**src/rtl/sel_rotator_pkg.sv**
```systemverilog
// sel_rotator_pkg: shared widths, direction codes and character-word field positions
package sel_rotator_pkg;
    localparam int SEL_W  = 2;
    localparam int CHAR_W = 2;
    localparam int WORD_W = 8;
    localparam logic DIR_UP   = 1'b0;
    localparam logic DIR_DOWN = 1'b1;
    localparam int U_LSB = 0;
    localparam int V_LSB = 2;
    localparam int W_LSB = 4;
    localparam int X_LSB = 6;
endpackage

```
**src/rtl/sel_rotator_tick_prescaler.sv**
```systemverilog
// tick_prescaler: counts enabled cycles and raises tick on the last one of every DIV
module tick_prescaler #(
    parameter int DIV = 50_000_000
) (
    input  logic clock,
    input  logic reset,
    input  logic clear,
    input  logic enable,
    output logic tick
);
    localparam int CW = (DIV > 1) ? $clog2(DIV) : 1;
    localparam logic [CW-1:0] LAST = CW'(DIV - 1);

    logic [CW-1:0] count;

    // tick is the wrap cycle; it is qualified by enable so a paused counter never fires
    always_comb tick = enable && (count == LAST);

    // count holds while paused; clear (load) and reset discard any partial interval
    always_ff @(posedge clock)
        if (reset || clear) count <= '0;
        else if (enable) count <= (count == LAST) ? '0 : count + CW'(1);
endmodule

```
**src/rtl/sel_rotator.sv**
```systemverilog
// sel_rotator: drives the shared 4:1 mux select and the four character codes for scrolling displays
module sel_rotator
    import sel_rotator_pkg::*;
#(
    parameter int                DIV        = 50_000_000,
    parameter logic [WORD_W-1:0] RESET_WORD = 8'b11100100
) (
    input  logic              clock,
    input  logic              reset,
    input  logic              enable,
    input  logic              step,
    input  logic              dir,
    input  logic              load,
    input  logic [WORD_W-1:0] chars_in,
    output logic [SEL_W-1:0]  s,
    output logic [CHAR_W-1:0] u,
    output logic [CHAR_W-1:0] v,
    output logic [CHAR_W-1:0] w,
    output logic [CHAR_W-1:0] x,
    output logic              advance
);
    logic [WORD_W-1:0] word;
    logic              step_q;
    logic              tick;
    logic              step_rise;
    logic              req;

    tick_prescaler #(.DIV(DIV)) u_prescaler (
        .clock (clock),
        .reset (reset),
        .clear (load),
        .enable(enable),
        .tick  (tick)
    );

    // a step press only counts while paused; in run mode the prescaler owns rotation
    always_comb begin
        step_rise = step & ~step_q;
        req       = tick | (step_rise & ~enable);
    end

    // load outranks rotate; every output comes straight from a register
    always_ff @(posedge clock)
        if (reset) begin
            s       <= '0;
            word    <= RESET_WORD;
            advance <= 1'b0;
            step_q  <= 1'b0;
        end else begin
            step_q <= step;
            if (load) begin
                word    <= chars_in;
                s       <= '0;
                advance <= 1'b0;
            end else begin
                s       <= req ? ((dir == DIR_DOWN) ? s - SEL_W'(1) : s + SEL_W'(1)) : s;
                advance <= req;
            end
        end

    assign u = word[U_LSB +: CHAR_W];
    assign v = word[V_LSB +: CHAR_W];
    assign w = word[W_LSB +: CHAR_W];
    assign x = word[X_LSB +: CHAR_W];
endmodule

```
**config.mk**
```make
export PLATFORM = sky130hd
export DESIGN_NAME = sel_rotator
export DESIGN_NICKNAME = d
export VERILOG_FILES = /design/src/rtl/sel_rotator_pkg.sv /design/src/rtl/sel_rotator_tick_prescaler.sv /design/src/rtl/sel_rotator.sv
export SDC_FILE = /design/constraint.sdc
export NUM_CORES = 1
export LEC_CHECK = 0
export ABC_AREA = 1
export CORE_ASPECT_RATIO = 1.1
export CORE_UTILIZATION = 54
export CTS_CLUSTER_DIAMETER = 40
export DETAILED_ROUTE_END_ITERATION = 12
export PLACE_DENSITY = 0.81
export SYNTH_ARGS = -nofsm -noshare
export SYNTH_HDL_FRONTEND = slang
export SYNTH_SLANG_ARGS = --single-unit
```
**constraint.sdc**
```tcl
create_clock -name clock -period 2 [get_ports clock]
set_clock_uncertainty 0.15 [all_clocks]
set_input_delay 0.3 -clock clock [delete_from_list [all_inputs] [get_ports clock]]
set_output_delay 0.3 -clock clock [all_outputs]
set_load 0.02 [all_outputs]
```
# Word-level counts from Yosys, hierarchy flattened
# Index checks and enable logic that the tools add are counted.
# word_totals
reg_bits	38
out_inout_bits	11
# op_classes
add_sub_neg	3
n_eq_ne	1
muxes	2
bitwise_logic	5
n_reduce_logical	3
# op_table
op	count
26-bit by 1-bit adder with 26-bit output, second input constant	1
26-bit equality test, second input constant	1
26-bit two-way mux	1
2-bit by 1-bit adder with 2-bit output, second input constant	1
1-bit bitwise AND	2
2-bit two-way mux	1
1-bit NOT	2
2-bit OR reduction	1
2-bit by 1-bit subtractor with 2-bit output, second input constant	1
1-bit logical AND	1
1-bit logical OR	1
1-bit bitwise OR	1

# Depth between registers and ports, before layout
# depth
depth_word	4
mapped_depth	11
mapped_depth_nobuf	10

# Modules after synthesis
# Synthesis repeated with hierarchy kept, for this count alone.
# unflattened
cells_unflattened	300
hier_area_um2	2055.7
# by_module_without_submodules
module	n_inst	cells_each	area_each_um2	seq_area_each_um2
tick_prescaler	1	239	1564.0	520.5
sel_rotator	1	61	491.7	240.2

# Worst setup path before layout
# No wires, ideal clock.
# synth_path
path_kind	flip-flop to flip-flop
from	reg u_prescaler.count[0]
to	reg u_prescaler.count[20]
setup_time_ns	0.115
arrival_time_ns	1.189
required_ns	1.735
slack_ns	0.546
path_stages_with_launch	9
path_buffers	0
synth_period_minus_slack_ns	1.454
path_cell_list	dfxtp_1 ha_1 nand3_1 nor2_1 nand2_1 nor3_1 nand3_1 nand2_1 nor2_1
# synth_via
elab_chain_cells	2
elab_cells_between_ends	3
cone_classes	add/sub: 1; eq/ne: 1; mux: 1
# synth_lines
item	line_no	rtl
start: declaration	sel_rotator_tick_prescaler.sv:14	logic [CW-1:0] count;
start signal: assignment	sel_rotator_tick_prescaler.sv:22	else if (enable) count <= (count == LAST) ? '0 : count + CW'(1);
26-bit by 1-bit adder with 26-bit output or 26-bit equality test (tied branches)	sel_rotator_tick_prescaler.sv:22	
26-bit two-way mux *	sel_rotator_tick_prescaler.sv:22	
# Every way passes the cells marked *; elsewhere a longest branch is shown, timed or not.
# A chain may end at the register's enable or synchronous reset.

# Final worst setup path
# layout_path
from	reg s[1]
to	out s[1]
# layout_rtl
item	line_no	rtl
start: declaration	sel_rotator.sv:15	output logic [SEL_W-1:0] s,
start signal: assignment	sel_rotator.sv:56	s <= req ? ((dir == DIR_DOWN) ? s - SEL_W'(1) : s + SEL_W'(1)) : s;
# No word-level cell between the ends.

==> reports/results.txt <==
Adding up every negative setup slack in the final design gives 0 ns. The run gives 958.4 µm² as the area occupied by multi-input gates. The signal on the critical path passes through clkdlybuf4s50_1.

The logs give 41.14% for the share of synthesized area occupied by flip-flops and latches and 21 for the count of standard-cell rows. The per-cell via count in the routed design was 5.023; the share of post-route cells with drive strength above 1 was 6.667%. In this run the critical register-to-register path is launched from u_prescaler.count[0]$_SDFFE_PP0P_. For the pin with the worst max-slew slack, the measured transition is 0.4172 ns. In this run the tightest slew margin relative to its limit is 71.98%. In the layout the commonest cells are 73 x sky130_fd_sc_hd__nor2_1, 69 x sky130_fd_sc_hd__nand2_1, 38 x sky130_fd_sc_hd__dfxtp_1. The x dimension of the die came out at 57.80 µm. The number of antenna violations at the first check in global routing is 0. The CTS buffer count was 5; the net count after synthesis was 296. Final routed DRC violation total: 0. The critical path starts at s[1]$_SDFFE_PP0P_. The area growth from synthesis to layout is 20.03%. Before antenna repair, the detailed router went through 4 iterations.

The flow ran to the end, and the final reports show no timing, DRC or antenna violations. The post-synthesis area per instance is 6.605 µm², and the maximum fanout along the worst path is 3. The power density over the cells was 608.8 mW/mm². In the final layout, flip-flops and latches occupy 760.7 µm². After detailed placement, the total cell area comes to 0.002156 mm². Counting instances, the worst hold path has a depth of 3.

The via count of the first global-routing pass is 1,759. Latest clock arrival within the worst-skew pair: 0.36 ns. The synthesized netlist contains 24 unique library cells. In the final routed layout, each cell accounts on average for 11.42 µm. Total power for the finished layout comes to 1.351 mW. The total stage count of the critical path is 1. Detailed routing inserted a total of 1,753 vias. For this configuration, the core starts out at a cell density of 58.65%.

Clock-pin slew was measured on the worst setup and hold paths at 0.12 ns. The area enclosed by the die boundary is 0.003663 mm². The run gives 3987 µm as the wire length reported by the detailed router. The tools report the weighted congestion reported at the end of routability-driven placement as 0.8566. In this run the worst setup path terminates at s[1]. Derived from the worst setup path, the maximum achievable clock frequency is 0.5457 GHz. In this run the count of I/O pins placed on the die edge is 25. The delay contributed by the slowest stage of the critical path was 0.63 ns; the vertical extent of the die was 63.38 µm. The run gives 0.3153 ns as the tightest hold margin. Counting every instance in the synthesized netlist gives 280. The first routing iteration left 93 violations. The first global-routing pass estimated 7245 µm of wire.

The synthesized design contains 38 register bits. The run gives 1887 µm as the routed length on met1. The kind of cell with the highest combined delay along the critical path is buffers and inverters. CTS built an H-tree with a depth of 2. Entering global routing, the biggest net connects 13 pins.

The tool flagged a number of max-cap violations equal to 0. Setup violations remaining at the end of the flow were counted as 0. The synthesized area is 0.001849 mm². After clock tree synthesis, the repair step resized 0 gates. For this design, the sink count on the clock tree is 38. The run gives 0 as the buffer count from post-CTS setup fixing. In this run, post-CTS hold repair placed 0 buffers. Setup repair after global routing left no endpoint under its margin. The critical path is of the reg -> out type. Data on the critical path is required at its endpoint by 1.55 ns. Final number of max-transition violations: 0. For this run, the number of Yosys warnings is 0.

After the last flow step, the layout net total stands at 330. 0 antenna diodes ended up in the layout. Clock tree synthesis selected as its root buffer the cell sky130_fd_sc_hd__clkbuf_4.

The logs give 25.64% for the global-route usage over all layers and 2 for the maximum root-to-sink buffer count. Fill cells in the final layout number 298. For the hold violation count in the final report, the log shows 0. Aggregate global routing overflow: 0. Buffers placed on the I/O ports in this run total 24. The worst path in the final design needs a cycle of 1.832 ns, including I/O delays and setup. The worst setup path is launched from a flop. Slack of the worst reg-to-reg path: 0.26 ns. STA classifies the critical path endpoint as an output port.

The slowest stage of the critical path belongs to the cell sky130_fd_sc_hd__clkdlybuf4s50_1. Once detail routing completed, the nets flagged for antenna violations numbered 0. IR analysis of the VDD net gives a maximum drop of 0.0004351 V. Counting cells, the worst reg-to-reg path comes to 7. STA puts the critical path data arrival time at 1.38 ns. The detailed placer's ending HPWL was 3046 µm. In the detailed route, the total length drawn on met3 is 102 µm. The finished cells cover 0.002220 mm². The library cell used most frequently in the layout, excluding fill and tap cells, is sky130_fd_sc_hd__nor2_1. Worst min-delay path class: in -> reg.

The final critical path takes up 91.62% of the cycle. The met2 wire length was 1868 µm. After detailed routing, no signal wire sits above met4.

The tools report the static power due to leakage as 0.8588 nW. The worst register-to-register path ends at u_prescaler.count[16]$_SDFFE_PP0P_. The core footprint is 0.003153 mm². The count of buffer and inverter cells on the critical path works out to 1.

TritonCTS built the clock tree.
layer usage:
layer	vias to the layer above	track usage, %
li1	939	-
met1	775	29.95
met5	-	0
met4	0	14.29
met3	13	4.517
met2	26	43.60
cell usage after synthesis (all sizes together):
cell | count | area [µm²]
xor2 | 7 | 61.31
nand2 | 71 | 276.5
nor3b | 3 | 22.52
a21o | 1 | 7.510
or2 | 1 | 6.260
nor2 | 75 | 291.5
ha | 2 | 25.02
o21ai | 5 | 25.02
dfxtp | 38 | 760.7
a21oi | 14 | 70.07
nor3 | 5 | 25.02
nand4 | 2 | 12.51
buf | 3 | 21.27
o21bai | 1 | 7.510
xnor2 | 2 | 17.52
nand3 | 21 | 110.1
inv | 29 | 108.9
state kept, by name (all words and copies together), names as in the netlist:
register,flops
s,2
step_q,1
u_prescaler.count,26
word,8
advance,1
worst min path at each step:
| stage | startpoint | end | slack [ns] |
|---|---|---|---|
| 2_1_floorplan | reset | step_q$_SDFF_PP0_ | 0.22 |
| 3_3_place_gp | word[2]$_SDFFE_PP1P_ | word[2]$_SDFFE_PP1P_ | 0.29 |
| 3_5_place_dp | word[7]$_SDFFE_PP1P_ | word[7]$_SDFFE_PP1P_ | 0.30 |
| 4_1_cts | step | step_q$_SDFF_PP0_ | 0.31 |
| 5_1_grt | step | step_q$_SDFF_PP0_ | 0.34 |
| 6_report | step | step_q$_SDFF_PP0_ | 0.32 |
cells by family (layout without fill, tap and decap cells):
group	count (synthesis)	count (layout)	synth area share, %
AND/OR/NAND/NOR	178	178	40.26
adder cells (fa/ha/maj)	2	2	1.353
buffers and inverters	32	67	7.036
flip-flops	38	38	41.14
XOR/XNOR	9	9	4.263
AO/OA/AOI/OAI	21	21	5.954
area by class of cell:
type | instances | area share [%]
clock buffers | 6 | 2.311
repair buffers | 30 | 12.85
flip-flops and latches | 38 | 34.27
clock inverters | 2 | 0.5637
inverters | 29 | 4.904
multi-input cells | 210 | 43.18
well taps | 34 | 1.917
power by group:
part / switching (mW) / total (mW) / internal, mW
registers: 0.00885 / 0.781 / 0.772
clock network: 0.264 / 0.433 / 0.169
logic: 0.0690 / 0.137 / 0.0684
total: 0.342 / 1.35 / 1.01
stage by stage:
stage | worst slack, ns | std cells | util [%]
floorplan | 0.5465 | 280 | -
global route | 0.05775 | 349 | 70.40
global placement | 0.1605 | 341 | 68.37
detailed placement | 0.1418 | 341 | 68.37
CTS | 0.1621 | 349 | 70.40
finish | 0.1676 | 349 | 70.40
tightest hold or removal path, stage by stage:
cell,delay (ns)
sky130_fd_sc_hd__clkdlybuf4s50_1,0.39
sky130_fd_sc_hd__inv_1,0.07
sky130_fd_sc_hd__nor2_1,0.04
No activity file was read; power rests on OpenSTA's default activity.
